==> config.mk <==
export PLATFORM = sky130hd
export DESIGN_NAME = reg_scoreboard
export DESIGN_NICKNAME = d
export VERILOG_FILES = /design/src/rtl/reg_scoreboard.sv
export SDC_FILE = /design/constraint.sdc
export NUM_CORES = 1
export LEC_CHECK = 0
export CORE_MARGIN = 2
export CORE_UTILIZATION = 51
export DETAILED_ROUTE_END_ITERATION = 12
export PLACE_DENSITY = 0.94
export SKIP_CTS_REPAIR_TIMING = 1
export SLEW_MARGIN = 20
export SYNTH_ARGS = -nofsm -noshare
export SYNTH_HDL_FRONTEND = slang
export SYNTH_SLANG_ARGS = --single-unit
export TNS_END_PERCENT = 30
==> constraint.sdc <==
create_clock -name clk -period 4.2 [get_ports clk]
set_input_delay 0.84 -clock clk [delete_from_list [all_inputs] [get_ports clk]]
set_output_delay 0.84 -clock clk [all_outputs]
set_load 0.05 [all_outputs]
==> src/rtl/reg_scoreboard.sv <==
// reg_scoreboard
//   Issue-side register scoreboard for the decode stage. Counts in-flight writers per
//   register and stalls ID on a RAW hazard against an un-retired writer, or when issuing
//   would overflow a saturated writer counter. Writeback retirements decrement the counters.
//
// Ports
//   clk        pipeline clock
//   reset      synchronous, active-high reset; overrides flush, issue and release
//   id_valid   ID presents an instruction this cycle
//   id_req     source-register mask of the ID instruction
//   id_prov    destination-register mask of the ID instruction
//   id_stall   ID must hold; the instruction is not accepted this cycle
//   wb_valid   writeback retires an instruction this cycle
//   wb_prov    destination mask being retired
//   flush      discard all in-flight writer state (branch redirect)
//   busy       bit i set when register i has at least one in-flight writer
//   sb_err     sticky: a release hit a register with no in-flight writer
//   stall_cnt  saturating count of cycles with id_stall asserted
module reg_scoreboard #(
    parameter int unsigned NREGS  = 16,
    parameter int unsigned CNT_W  = 2,
    parameter int unsigned STAT_W = 16
) (
    input  logic              clk,
    input  logic              reset,
    input  logic              id_valid,
    input  logic [NREGS-1:0]  id_req,
    input  logic [NREGS-1:0]  id_prov,
    output logic              id_stall,
    input  logic              wb_valid,
    input  logic [NREGS-1:0]  wb_prov,
    input  logic              flush,
    output logic [NREGS-1:0]  busy,
    output logic              sb_err,
    output logic [STAT_W-1:0] stall_cnt
);

    localparam logic [CNT_W-1:0]  CntMax  = {CNT_W{1'b1}};
    localparam logic [STAT_W-1:0] StatMax = {STAT_W{1'b1}};

    logic [NREGS-1:0][CNT_W-1:0] cnt_q, cnt_d;
    logic                        err_q, err_d;
    logic [STAT_W-1:0]           stall_q, stall_d;

    logic [NREGS-1:0] cnt_full;
    logic [NREGS-1:0] inc_vec;
    logic [NREGS-1:0] rel_vec;
    logic             issue;
    logic             rel;

    // Per-register status derived from the registered counters only, so a release
    // never unstalls ID in the same cycle it is reported.
    always_comb begin
        busy     = '0;
        cnt_full = '0;
        for (int i = 0; i < NREGS; i++) begin
            busy[i]     = |cnt_q[i];
            cnt_full[i] = (cnt_q[i] == CntMax);
        end
    end

    // Stall on RAW against any in-flight writer, or on a destination whose writer
    // counter is already saturated. Plain WAW below saturation is allowed.
    assign id_stall = id_valid & ((|(id_req & busy)) | (|(id_prov & cnt_full)));

    assign issue   = id_valid & ~id_stall & ~flush;
    assign rel     = wb_valid & ~flush;
    assign inc_vec = {NREGS{issue}} & id_prov;
    assign rel_vec = {NREGS{rel}} & wb_prov;

    always_comb begin
        cnt_d   = cnt_q;
        err_d   = err_q;
        stall_d = stall_q;

        for (int i = 0; i < NREGS; i++) begin
            if (inc_vec[i] && rel_vec[i]) begin
                // Issue and release of the same register cancel, even at 0 or full;
                // no error is flagged because the release is matched by the issue.
                cnt_d[i] = cnt_q[i];
            end else if (inc_vec[i]) begin
                // Cannot overflow: a full counter stalls the issue.
                cnt_d[i] = cnt_q[i] + CNT_W'(1);
            end else if (rel_vec[i]) begin
                if (cnt_q[i] != '0) begin
                    cnt_d[i] = cnt_q[i] - CNT_W'(1);
                end else begin
                    err_d = 1'b1;
                end
            end
        end

        // flush already masks issue/release above; it additionally clears everything.
        if (flush) begin
            cnt_d = '0;
        end

        if (id_stall && (stall_q != StatMax)) begin
            stall_d = stall_q + STAT_W'(1);
        end
    end

    always_ff @(posedge clk) begin
        if (reset) begin
            cnt_q   <= '0;
            err_q   <= 1'b0;
            stall_q <= '0;
        end else begin
            cnt_q   <= cnt_d;
            err_q   <= err_d;
            stall_q <= stall_d;
        end
    end

    assign sb_err    = err_q;
    assign stall_cnt = stall_q;

endmodule

# [Word-level counts from Yosys, hierarchy flattened]
# Index checks and enable logic that the tools add are counted.
[op_classes] mux=112 n_eq_ne=17 add_sub_neg=33 bitwise=27 reduce_logical=100
[ops] operator="2-bit two-way mux" n=48
[ops] operator="2-bit nonzero test" n=48
[ops] operator="16-bit bitwise AND" n=4
[ops] operator="1-bit two-way mux" n=64
[ops] operator="3-bit AND reduction" n=16
[ops] operator="2-bit OR reduction" n=17
[ops] operator="2-bit by 1-bit adder with 2-bit output, second input constant" n=16
[ops] operator="2-bit equality test, second input constant" n=16
[ops] operator="16-bit OR reduction" n=2
[ops] operator="2-bit by 1-bit subtractor with 2-bit output, second input constant" n=16
[ops] operator="1-bit inverter" n=18
[ops] operator="1-bit logical AND" n=17
[ops] operator="16-bit by 1-bit adder with 16-bit output, second input constant" n=1
[ops] operator="16-bit != test, second input constant" n=1
[ops] operator="1-bit bitwise AND" n=4
[ops] operator="1-bit OR" n=1
[totals] out_inout_bits=34 input_bits=53 reg_bits=49

# [Depth between registers and ports, before layout]
[depth] word_depth=71 mapped_depth=11

# [Least setup slack after synthesis]
# No wires, ideal clock.
[synth_path] path_kind="input-to-output" from="in id_req[6]" to="out id_stall" required_ps=3360 setup_slack_ps=1068 path_buffers=0 t_arrival_ps=2292 cell_stages=5 path_cell_list="a222oi_1 -> a21boi_0 -> nand4_1 -> nor4_4 -> nor2b_1"
[synth_between] elab_chain_cells=4
[synth_lines] item="from (decl)" line_no="27" source="input logic [NREGS-1:0] id_req,"
[synth_lines] item="16-bit bitwise AND" line_no="64" source="assign id_stall = id_valid & ((|(id_req & busy)) | (|(id_prov & cnt_full)));"
[synth_lines] item="16-bit OR reduction" line_no="64"
[synth_lines] item="1-bit OR" line_no="64"
[synth_lines] item="1-bit bitwise AND" line_no="64"
[synth_lines] item="to (decl)" line_no="29" source="output logic id_stall,"
# Every way passes these cells.

# [Worst setup path in the final report]
# Ends and elaborated chain as after synthesis.

==> results.cfg <==
[clocking]
cts.sink_count = 49
cts_root_buffer = clkbuf_8
clk_pin_slew_ps = 90
cts_tree = built
clock_latency_ps = 310
numCtsBuffers = 5
clock_path_buffers = 2
h-tree-depth = 2

[logic_synthesis]
yosys_most_used_dff = dfxtp_1
synth-edff-count = 0
synth.avg_cell_area_um2 = 8.02
synth-warning-count = 0
syn_inst = 360
synth_cell_type_count = 42
synth_area_um2 = 2890
async_flop_share = 0
ys_seq_elements = 49
synth_nets = 414
ys_seq_area_frac = 0.340

[cells_and_area]
multi_input_area_um2 = 1790
finalNetCount = 500
postLayoutCoreUtil = 0.712
layout_common_cells = 85 x clkdlybuf4s50_1, 49 x dfxtp_1, 29 x a21oi_1, 27 x nor2_1, 25 x nand2_1
seqCellArea_um2 = 981
drive_gt1_frac = 0.0942
area_delta_synth_final_pct = 35.0
layout_commonest_cell = clkdlybuf4s50_1
nFillCells = 453
antenna_cells = 0

[power]
switchingPower_mw = 0.277
p_int_mw = 0.739
p_leak_nw = 1.47
p_sw_frac = 0.272
combPwrFrac = 0.202
seqPwrFrac = 0.470
clock_power_share = 0.328
powerDensity_nw_per_um2 = 261
total_power_mw = 1.02
ir_drop_v = 0.000148

[worst_setup_path]
crit_arrival_ps = 2970
cp_slowest_stage_delay_ps = 560
cp_cell_sequence = clkdlybuf4s50_1 > a222oi_1 > a21boi_0 > nand4_1 > nor4_4 > nor2b_1 > buf_4
rrSetupSlack_ps = 1100
crit_family = simple AND/OR/NAND/NOR gates
reg2reg_depth = 9
worst-path-buf-inv = 2
cp_max_fo = 8
start_kind = primary input
worstPathRequired_ps = 3360
path_depth = 7
end_kind = output pin
slowest_stage = nor4_4
path_class = in -> out

[sta]
rsz0062_at_grt = no
period_needed_ps = 3810
fmax_mhz = 262
tns_ps = 0
clock_skew_ps = 5.07
slew_violations = 0
worst_pin_slew_ps = 750
fin_crit_sh = 0.908
whs_ps = 526
maxSlewHeadroom = 0.499
finalHoldViolations = 0
setup_viol = 0

[placement]
hpwl_um = 6140
portBuffers = 86
gp_congestion = 0.829

[detailed_routing]
routedWlPerCell_um = 15.9
wirelength_um = 8240
drc = 0
vias = 3098
vias_per_cell = 5.98
drt_iter0_markers = 228
antenna_left = 0
first_pass_iters = 7

[floorplan]
rows = 27
fp.dieW_um = 79.3
initial_core_util = 0.528
core-area_um2 = 5470
ioPinCount = 87
die_area_um2 = 6280
die_height_um = 79.3

[grt]
grt_pass1_vias = 2944
grt_pass1_wl_um = 13200
antenna_found_initial = 0
grt_max_degree = 33
grt_overflow = 0
grt.total_usage = 0.261

[min_path]
hold_path.class = reg -> reg
worstHoldPathCells = 2

[status]
status = finished clean

[run]
drv_cap = 0
-- tightest hold or removal path, stage by stage (launching register included) --
cell	delay, ps
dfxtp_1	340
o21ai_0	80
a21oi_1	60
-- through the flow --
step | cell area [µm²] | std cells | setup slack (ps)
2_1_floorplan | 2890 | 360 | 1070
3_3_place_gp | 3790 | 511 | 405
3_5_place_dp | 3790 | 511 | 303
4_1_cts | 3900 | 518 | 423
5_1_grt | 3900 | 518 | 230
6_report | 3900 | 518 | 387
-- path summary, 6_finish.rpt --
path                            endpoint              startpoint
setup / recovery                id_stall               id_req[6]
hold / removal    cnt_q[29]$_SDFFE_PP0P_  cnt_q[28]$_SDFFE_PP0P_
setup reg to reg  cnt_q[10]$_SDFFE_PP0P_  cnt_q[24]$_SDFFE_PP0P_
hold reg to reg   cnt_q[29]$_SDFFE_PP0P_  cnt_q[28]$_SDFFE_PP0P_
-- routing by layer --
layer | share of wire | up-vias | global-route usage | wire (µm)
met1 | 0.40 | 1436 | 0.301 | 3320
met4 | 0.018 | 0 | 0.0862 | 151
li1 | - | 1495 | - | -
met2 | 0.50 | 146 | 0.473 | 4140
met5 | 0 | - | 0 | 0
met3 | 0.077 | 21 | 0.0591 | 634
-- power by group through the flow --
stage / Sequential (mW) / Combinational [mW] / Clock (mW)
floorplan: 0.494 / 0.106 / 0
global placement: 0.488 / 0.197 / 0
detailed placement: 0.488 / 0.201 / 0
CTS: 0.477 / 0.203 / 0.332
global route: 0.478 / 0.218 / 0.348
finish: 0.477 / 0.205 / 0.333
-- area by class of cell --
| class | instances | share of cell area |
|---|---|---|
| clock buffers | 5 | 0.0177 |
| repair buffers | 92 | 0.232 |
| flip-flops and latches | 49 | 0.252 |
| inverters | 8 | 0.00770 |
| multi-input cells | 290 | 0.459 |
| clock inverters | 2 | 0.00899 |
| well taps | 72 | 0.0231 |
-- cells by family after synthesis --
kind of cell | count (synthesis) | synth area share
xor gates and xnor gates | 14 | 0.0425
and+or+nand+nor | 157 | 0.297
muxes | 2 | 0.00693
AOI/OAI and AO/OA | 116 | 0.269
adders and majority gates | 1 | 0.00433
buffers and inverters | 21 | 0.0407
DFF | 49 | 0.340
-- Yosys cell counts, drive strengths merged, types with 2 or more instances --
cell	number	area, µm²
a21oi	36	206
nand4	10	62.6
mux2i	2	20.0
a211oi	17	143
nor3	18	110
a211o	2	17.5
nor2	27	101
clkbuf	9	33.8
a31oi	5	31.3
and3	18	113
a21o	5	37.5
and4	3	26.3
a2111oi	2	17.5
o21ai	22	110
nand2b	16	100
nand2	25	93.8
a22oi	3	22.5
a222oi	3	30.0
buf	4	53.8
a32oi	2	17.5
dfxtp	49	981
o21a	16	120
xnor2	2	17.5
or2	13	81.3
xor2	12	105
nor2b	4	25.0
nand3	19	95.1
inv	8	30.0
-- flip-flops by register name, indices dropped and copies added (netlist names) --
register	cells
sb_err	1
cnt_q	32
stall_cnt	16
Power figures use the tool's default switching activity.
